`src/rtl/mdu_divider.sv`:
```
// mdu_divider: multi-cycle radix-2 restoring divider for DIV/DIVU.
// Quotient feeds LO, remainder feeds HI; done pulses once per accepted start.
`default_nettype none

module mdu_divider #(
  parameter int WIDTH = 32
) (
  input  logic             clk,
  input  logic             rst,
  input  logic             start,
  input  logic             is_signed,
  input  logic [WIDTH-1:0] dividend,
  input  logic [WIDTH-1:0] divisor,
  output logic             busy,
  output logic             done,
  output logic [WIDTH-1:0] quotient,
  output logic [WIDTH-1:0] remainder,
  output logic             div_by_zero
);

  localparam int CW = $clog2(WIDTH + 1);
  localparam logic [CW-1:0] LAST = CW'(WIDTH);

  typedef enum logic [1:0] {
    IDLE = 2'd0,
    CALC = 2'd1,
    FIX  = 2'd2
  } state_t;

  state_t state, state_next;

  logic [CW-1:0]    count;
  logic [WIDTH-1:0] rem, quo, dvsr, dividend_q;
  logic             neg_quo, neg_rem, dbz_q;
  logic [WIDTH-1:0] dividend_abs, divisor_abs;
  logic [WIDTH:0]   trial, diff;

  assign dividend_abs = (is_signed && dividend[WIDTH-1]) ? -dividend : dividend;
  assign divisor_abs  = (is_signed && divisor[WIDTH-1])  ? -divisor  : divisor;

  // Partial remainder stays below 2*divisor, so a WIDTH+1 bit difference
  // never overflows and its MSB is a valid sign.
  assign trial = {rem, quo[WIDTH-1]};
  assign diff  = trial - {1'b0, dvsr};

  always_ff @(posedge clk or posedge rst) begin
    if (rst) state <= IDLE;
    else     state <= state_next;
  end

  always_comb begin
    state_next = state;
    case (state)
      IDLE:    if (start) state_next = CALC;
      CALC:    if (count == LAST) state_next = FIX;
      FIX:     state_next = IDLE;
      default: state_next = IDLE;
    endcase
  end

  always_ff @(posedge clk or posedge rst) begin
    if (rst) begin
      busy        <= 1'b0;
      done        <= 1'b0;
      quotient    <= '0;
      remainder   <= '0;
      div_by_zero <= 1'b0;
      count       <= '0;
      rem         <= '0;
      quo         <= '0;
      dvsr        <= '0;
      dividend_q  <= '0;
      neg_quo     <= 1'b0;
      neg_rem     <= 1'b0;
      dbz_q       <= 1'b0;
    end else begin
      done <= 1'b0;
      case (state)
        IDLE: begin
          if (start) begin
            busy       <= 1'b1;
            dividend_q <= dividend;
            quo        <= dividend_abs;
            dvsr       <= divisor_abs;
            rem        <= '0;
            count      <= '0;
            neg_quo    <= is_signed & (dividend[WIDTH-1] ^ divisor[WIDTH-1]);
            neg_rem    <= is_signed & dividend[WIDTH-1];
            dbz_q      <= (divisor == '0);
          end
        end
        CALC: begin
          // The cycle with count==LAST only hands over to FIX, keeping
          // the total latency at WIDTH+2 edges.
          if (count != LAST) begin
            rem   <= diff[WIDTH] ? trial[WIDTH-1:0] : diff[WIDTH-1:0];
            quo   <= {quo[WIDTH-2:0], ~diff[WIDTH]};
            count <= count + CW'(1);
          end
        end
        FIX: begin
          if (dbz_q) begin
            quotient  <= '1;
            remainder <= dividend_q;
          end else begin
            quotient  <= neg_quo ? -quo : quo;
            remainder <= neg_rem ? -rem : rem;
          end
          div_by_zero <= dbz_q;
          done        <= 1'b1;
          busy        <= 1'b0;
        end
        default: ;
      endcase
    end
  end

endmodule

`default_nettype wire

```
`config.mk`:
```
export PLATFORM = sky130hd
export DESIGN_NAME = mdu_divider
export DESIGN_NICKNAME = d
export VERILOG_FILES = /design/src/rtl/mdu_divider.sv
export SDC_FILE = /design/constraint.sdc
export NUM_CORES = 1
export LEC_CHECK = 0
export CORE_UTILIZATION = 35
export CTS_BUF_LIST = sky130_fd_sc_hd__clkbuf_8
export DETAILED_ROUTE_END_ITERATION = 10
export PLACE_DENSITY = 0.66
export SKIP_CTS_REPAIR_TIMING = 1
export SLEW_MARGIN = 5
export SYNTH_ARGS = -nofsm -noshare
export SYNTH_HDL_FRONTEND = slang
export SYNTH_SLANG_ARGS = --single-unit
```
`constraint.sdc`:
```
create_clock -name clk -period 5.63 [get_ports clk]
set_input_delay 0.563 -clock clk [delete_from_list [all_inputs] [get_ports clk]]
set_output_delay 0.563 -clock clk [all_outputs]
set_load 0.01 [all_outputs]
```
# Word level (Yosys, flattened, before mapping)
# Index checks and enable logic that the tools add are counted.
[classes]
addsub = 6
eq_ne = 7
muxes = 22
bitwise_logic = 4
reduce_logical = 10
[op_table]
columns = ["operator", "n"]
rows = [
  ["2-to-1 mux 32 bit", 11],
  ["negator 32 bit", 4],
  ["case mux 32 bit (2 select lines)", 2],
  ["subtractor 33 x 32 -> 33 bit", 1],
  ["logical NOT 32 bit", 1],
  ["2-to-1 mux 6 bit", 2],
  ["case mux 6 bit (2 select lines)", 1],
  ["adder 6 x 1 -> 6 bit (second input constant)", 1],
  ["== test 6 bit (second input constant)", 1],
  ["inequality test 2 bit (second input constant)", 3],
  ["inequality test 6 bit (second input constant)", 1],
  ["AND reduction 2 bit", 3],
  ["2-to-1 mux 2 bit", 2],
  ["case mux 2 bit (2 select lines)", 1],
  ["nonzero test 2 bit", 2],
  ["AND reduction 3 bit", 1],
  ["AND 1 bit", 2],
  ["== test 2 x 1 -> 1 bit (second input constant)", 1],
  ["== test 2 bit (second input constant)", 1],
  ["logical AND 1 bit", 2],
  ["logical NOT 2 bit", 1],
  ["2-to-1 mux 1 bit", 2],
  ["case mux 1 bit (2 select lines)", 1],
  ["NOT 1 bit", 1],
  ["XOR 1 bit", 1],
]
[totals]
ff_bits = 206
in_bits = 68
wordCells = 63

# Depth between registers and ports, before layout
# Gate-level depths: netlist of the first run.
[depth]
word_depth = 4
depth_mapped = 13
mapped_depth_nobuf = 12

# Worst setup path after synthesis of the first run
# No wires, ideal clock.
[synth_timing]
kind = "flip-flop to flip-flop"
startpoint = "register rem[8]"
endpoint = "register rem[22]"
setup_ns = 0.134
arrival_time_ns = 2.993
required_ns = 5.496
path_slack_ns = 2.504
stages_incl_launch_ff = 12
synth_period_minus_slack_ns = 3.126
cell_sequence = "dfrtp_1 -> ha_1 -> a21oi_1 -> o21ai_0 -> a2111oi_0 -> a21oi_1 -> o21ai_1 -> a31oi_1 -> xor2_1 -> buf_2 -> mux2i_1 -> o21ai_0"
[synth_between]
elab_chain_cells = 4
[synth_lines]
columns = ["element", "line", "text"]
rows = [
  ["start, declared", "33", "logic [WIDTH-1:0] rem, quo, dvsr, dividend_q;"],
  ["start signal, assigned", "96", "rem <= diff[WIDTH] ? trial[WIDTH-1:0] : diff[WIDTH-1:0];"],
  ["subtractor 33 x 32 -> 33 bit", "44", "assign diff = trial - {1'b0, dvsr};"],
  ["2-to-1 mux 32 bit", "96", ""],
  ["2-to-1 mux 32 bit", "95", "if (count != LAST) begin"],
  ["case mux 32 bit (2 select lines)", "78", "case (state)"],
]
# No other way between the ends. The select of a mux whose other input is x is not followed.
# A chain may end at the register's enable or synchronous reset.

# Worst setup path in the final report of the first run
[layout_timing]
startpoint = "register quo[31]"
endpoint = "register rem[8]"
[layout_between]
elab_chain_cells = 4
[layout_lines]
columns = ["element", "line", "text"]
rows = [
  ["start, declared", "33", ""],
  ["start signal, assigned", "83", "quo <= dividend_abs;"],
  ["start signal, assigned", "97", "quo <= {quo[WIDTH-2:0], ~diff[WIDTH]};"],
  ["subtractor 33 x 32 -> 33 bit", "44", ""],
  ["2-to-1 mux 32 bit", "96", ""],
  ["2-to-1 mux 32 bit", "95", ""],
  ["case mux 32 bit (2 select lines)", "78", ""],
]
# No other way between the ends. The select of a mux whose other input is x is not followed.

==> flow_summary.ini, run 1 <==
[detailed_routing]
viasPerCell = 5.14
post_drt_wl_per_cell_um = 15.6
drtIter0Drc = 748
num_vias = 10520
wirelength_um = 32000
final_antenna_net_count = 0
first_pass_iters = 5
drcViolationCount = 0

[worst_setup_path]
path_max_fanout = 34
cp.required_ps = 5990
end_kind = flip-flop
cp.arrival_ps = 4000
critPathLaunchType = flip-flop
critPathKind = flip-flop to flip-flop
startpoint = quo[31]$_DFFE_PP0P_
rr_startpoint = quo[31]$_DFFE_PP0P_

[power]
pwr-share-comb = 0.532
p_clk_frac = 0.164
intPower_mw = 5.31
power.share.switching = 0.435
seqPwrFrac = 0.304
power.density_nw_per_um2 = 627
power_leakage_nw = 6.52
switching_power_mw = 4.08
ir_drop_v = 0.000551

[logic_synthesis]
synth_cell_types = 57
syn_area_um2 = 12300
yosysWarningCount = 0
synth_edf_count = 0
synth_compound_area_frac = 0.195
synth_mux_area_frac = 0.0276
synth-xor-area-share = 0.108
yosysTopAreaCell = dfrtp_1
synthArstFlopShare = 1.00
synth_fa_ha_area_frac = 0.0401
synth_cells = 1450
synthTopCellsByArea = dfrtp_1 42%, nand2_1 7.4%, o21ai_0 6.9%, xor2_1 6.3%, a21oi_1 5.1%
synth_top_family_by_area = compound AO/OA/AOI/OAI gates
syn_nets = 1557
synth_top_cell_area_share = 0.418
synth_seq_cells = 206
synth_simple_gate_area_frac = 0.174
ys_seq_area_frac = 0.418
ys.flop_type = dfrtp_1
synth.avg_cell_area_um2 = 8.52

[global_route]
grt_usage = 0.177
grt_use_met3 = 0.0280
antenna_found_initial = 0
grt_use_met2 = 0.278
grt_max_degree = 113
grt_overflow_total = 0
use_met1 = 0.253
grt_pass1_vias = 9968
busiest_layer = met2
grt_first_pass_wirelength_um = 51700

[worst_hold_path]
hold_start = dividend_q[24]$_DFFE_PP0P_
worstHoldPathType = flip-flop to flip-flop

[floorplan]
coreArea_um2 = 34600
dieArea_um2 = 36000
die_h_um = 190
start_util = 0.357
rows = 68
die_x_um = 190
pin_count = 135

[timing]
max_freq_ghz = 0.274
rsz0062_at_grt = false
final-hold-violation-count = 0
setup_tns_ps = 0
finalCriticalPeriod_ps = 3640
relSlewSlack = 0.282
slew_violations = 0
tightest_slew_ps = 1070
skew_ps = 30.5
finalSetupViolations = 0
period_share = 0.647

[placement]
place_inst = 1979
portBuffers = 134
dp_hpwl_um = 23200
place_area_um2 = 14100
gp_congestion = 0.815

[finish]
antennaDiodeCount = 0
layout-drive-gt1-share = 0.0584
syn2layout_area_growth_pct = 21.2
nNetsFinal = 1672
fin_area_um2 = 15000
stdcell_count = 2047

[clock_network]
worstSkewPairLatency_ps = 560
clkSlewWorstSetupHoldPaths_ps = 60
cts.sinks = 206
cts_buffer_depth = 3
htreeDepth = 2
cts-root-buf = clkbuf_8
cts_made_buffers = 39
cts_tree = built

[status]
outcome = completed

[job]
maxCapViolations = 0
## cell families (layout without fill, tap and decap cells)
kind of cell | Yosys count | after routing
AND/OR/NAND/NOR | 480 | 480
buffers and inverters | 124 | 266
XOR/XNOR | 152 | 152
flip-flops | 206 | 206
multiplexers | 34 | 34
adder cells (fa/ha/maj) | 39 | 39
AO/OA/AOI/OAI | 415 | 415
## per-layer routing
metal,share of wire,vias up
met4,0.019,0
met1,0.49,4972
met2,0.44,252
li1,-,5248
met3,0.050,48
met5,0,-
## state kept, by name, summed over array words and instances, names as in the netlist, 2 cells and up
name and count:
state 2, quotient 32, quo 32, rem 32, remainder 32, dvsr 32, count 6, dividend_q 32
## worst paths after layout
check | cells after the start | slack (ps) | to
min in group asynchronous | 2 | 550 | rem[5]$_DFFE_PP0P_
max reg2reg | 13 | 1990 | rem[8]$_DFFE_PP0P_
min reg2reg | 2 | 470 | dividend_q[24]$_DFFE_PP0P_
max | 13 | 1990 | rem[8]$_DFFE_PP0P_
max in group asynchronous | 3 | 3850 | dividend_q[11]$_DFFE_PP0P_
min | 2 | 470 | dividend_q[24]$_DFFE_PP0P_
## layout by cell type (no fill, tap or decap), drive strengths merged, types with 4 or more instances in the layout
cell,n
mux2i,34
nand2,245
dfrtp,206
or4,16
or2,6
nor3,18
o21ai,174
ha,38
xor2,89
a22oi,28
nand3b,6
o41ai,14
or3,5
inv,62
nor2b,7
xnor2,63
buf,11
nand3,13
nand4,5
a21oi,127
o31ai,25
and3,8
a21o,14
nand2b,9
a31oi,5
clkbuf,50
nor4,13
clkinv,4
and2,12
nor2,113
o21a,4
clkdlybuf4s50,134
## cells in the mapped netlist (2+ instances only)
library cell,n
o21ai_1,5
clkbuf_1,63
a22oi_1,28
nor2_1,112
a21oi_1,127
o21a_1,4
o211ai_1,2
o31ai_1,25
xnor2_1,63
mux2i_1,34
nor4_1,12
ha_1,38
a21o_1,14
nand2b_1,8
dfrtp_1,206
a221oi_1,2
or4_4,3
nand3_1,13
and3_1,8
xor2_1,89
nor2b_1,7
nand4_1,5
and3b_1,2
nand2_1,245
nand3b_1,6
o21ai_0,169
buf_2,3
o221ai_1,2
a31o_2,2
buf_1,5
and2_1,11
a21boi_0,3
nor3_1,18
a22o_1,3
or4_1,13
inv_1,53
o41ai_1,14
or2_2,6
or3_1,5
a31oi_1,5
## final cells by class
type | instances | area, µm²
Multi-Input combinational cell | 1120 | 6760
Inverter | 53 | 203
Clock inverter | 18 | 140
Sequential cell | 206 | 5160
Tap cell | 455 | 569
Fill cell | 3418 | 19700
Timing Repair Buffer | 145 | 1450
Clock buffer | 50 | 688
## through the flow
stage | utilization | power, mW | setup slack (ps) | hold WS (ps)
after global placement | 0.408 | 7.69 | 2140 | 456
after CTS | 0.432 | 9.43 | 1960 | 477
after floorplan | - | 6.47 | 2390 | 437
after detailed placement | 0.408 | 7.85 | 2010 | 456
final | 0.432 | 9.39 | 1990 | 470
after global routing | 0.432 | 10.2 | 1780 | 497
## power groups by stage
stage / Combinational (mW) / Clock [mW] / Sequential, mW
detailed placement: 4.98 / 0 / 2.86
CTS: 5.01 / 1.58 / 2.84
finish: 4.99 / 1.54 / 2.85
global route: 5.60 / 1.65 / 2.95
global placement: 4.86 / 0 / 2.83
floorplan: 3.80 / 0 / 2.67
## worst max-delay path, stage by stage, from the launching register on
cell and delay (ps):
dfrtp_1 320, inv_1 100, ha_1 250, fa_1 400, nor2b_1 170, o31ai_1 100, a31o_2 240, a21oi_1 250
o21ai_1 160, a31oi_1 410, xor2_4 160, buf_4 480, mux2i_1 250, o21ai_0 110
Power figures use the tool's default switching activity.
==> run 2: changes to the inputs <==
clock period = 3.35 ns   (was 5.63 ns; I/O delays follow)
==> flow_summary.ini, run 2 (synthesis results as in run 1) <==
[clock_network]
cts-root-buf = clkbuf_8
cts_made_buffers = 39
cts_tree = built
cts_buffer_depth = 3
htreeDepth = 2
worstSkewPairLatency_ps = 550
clkSlewWorstSetupHoldPaths_ps = 60
cts.sinks = 206

[floorplan]
dieArea_um2 = 36000
rows = 68
die_x_um = 190
coreArea_um2 = 34600
die_h_um = 190
start_util = 0.357
pin_count = 135

[detailed_routing]
num_vias = 10719
post_drt_wl_per_cell_um = 15.6
wirelength_um = 32300
drtIter0Drc = 674
final_antenna_net_count = 0
drcViolationCount = 0
viasPerCell = 5.16
first_pass_iters = 5

[worst_setup_path]
crit_path_top_delay_cell = or4_4
cp.required_ps = 3750
rrSetupSlack_ps = 220
critPathKind = flip-flop to flip-flop
rr_worst_depth = 9
rr_startpoint = rem[10]$_DFFE_PP0P_
crit_path_max_incr_delay_ps = 550
path_cells = buf_4, or4_4, nor4_1, nand3b_1, or4_1, or2_2, o41ai_1, xor2_1, o21ai_0
rr_endpoint = remainder[26]$_DFFE_PP0P_
path_max_fanout = 7
crit_cells = 9
critical_path_buf_inv_count = 1
cp_top_family = simple AND/OR/NAND/NOR gates
cp.arrival_ps = 3520
end_kind = flip-flop
critPathLaunchType = flip-flop
startpoint = rem[10]$_DFFE_PP0P_

[finish]
nNetsFinal = 1707
antennaDiodeCount = 0
layout-drive-gt1-share = 0.0770
final_common_cell = nand2_1
fill_cells = 3429
syn2layout_area_growth_pct = 23.3
fin_util = 0.440
multiInputGateArea_um2 = 6760
layout_common_cells = 244 x nand2_1, 205 x dfrtp_1, 169 x o21ai_0, 134 x clkdlybuf4s50_1, 126 x a21oi_1
seq_area_um2 = 5160

[power]
total_power_mw = 16.3
power_leakage_nw = 6.68
power.density_nw_per_um2 = 1070
ir_drop_v = 0.000453

[placement]
portBuffers = 134
dp_hpwl_um = 23900
gp_congestion = 0.842

[timing]
setup_tns_ps = 0
rsz0062_at_grt = false
skew_ps = 26.8
finalCriticalPeriod_ps = 3130
finalSetupViolations = 0
holdWs_ps = 108
period_share = 0.933
slew_violations = 0
tightest_slew_ps = 1220
relSlewSlack = 0.185
final-hold-violation-count = 0
max_freq_ghz = 0.320

[global_route]
grt_usage = 0.181
grt_pass1_vias = 10078
antenna_found_initial = 0
grt_first_pass_wirelength_um = 52700
grt_max_degree = 119
grt_overflow_total = 0

[job]
maxCapViolations = 0

[worst_hold_path]
worstHoldPathType = input pin to async pin

[status]
outcome = completed
[run 2: worst max-delay path by stage]
stage | to | slack (ps)
final | remainder[26]$_DFFE_PP0P_ | 220
after floorplan | rem[22]$_DFFE_PP0P_ | 220
after detailed placement | dvsr[29]$_DFFE_PP0P_ | 160
after global placement | quo[31]$_DFFE_PP0P_ | 240
after CTS | rem[20]$_DFFE_PP0P_ | 180
after global routing | remainder[26]$_DFFE_PP0P_ | 20
[run 2: power by group]
| group | internal, mW | total [mW] | switching (mW) |
|---|---|---|---|
| logic | 4.21 | 9.12 | 4.90 |
| registers | 3.60 | 4.66 | 1.05 |
| clock network | 1.50 | 2.57 | 1.08 |
| total | 9.31 | 16.3 | 7.03 |
[run 2: metrics by stage]
step	setup slack, ps	instances	instance area (µm²)
after CTS	178	2078	15200
after detailed placement	160	2014	14400
after global placement	243	2014	14400
final	224	2078	15200
after floorplan	224	1450	12400
after global routing	19.6	2078	15200
[run 2: layout make-up]
class                           count  share of cell area
Timing Repair Buffer              180               0.113
Sequential cell                   206               0.339
Clock buffer                       47              0.0425
Clock inverter                     17              0.0104
Inverter                           53              0.0133
Multi-Input combinational cell   1120               0.444
Tap cell                          455              0.0374
[run 2: layer usage]
layer,GRT usage,up-vias,share of wire
met5,0,-,0
met4,0.0490,0,0.018
met3,0.0245,51,0.050
met2,0.280,242,0.44
met1,0.262,5085,0.49
li1,-,5341,-
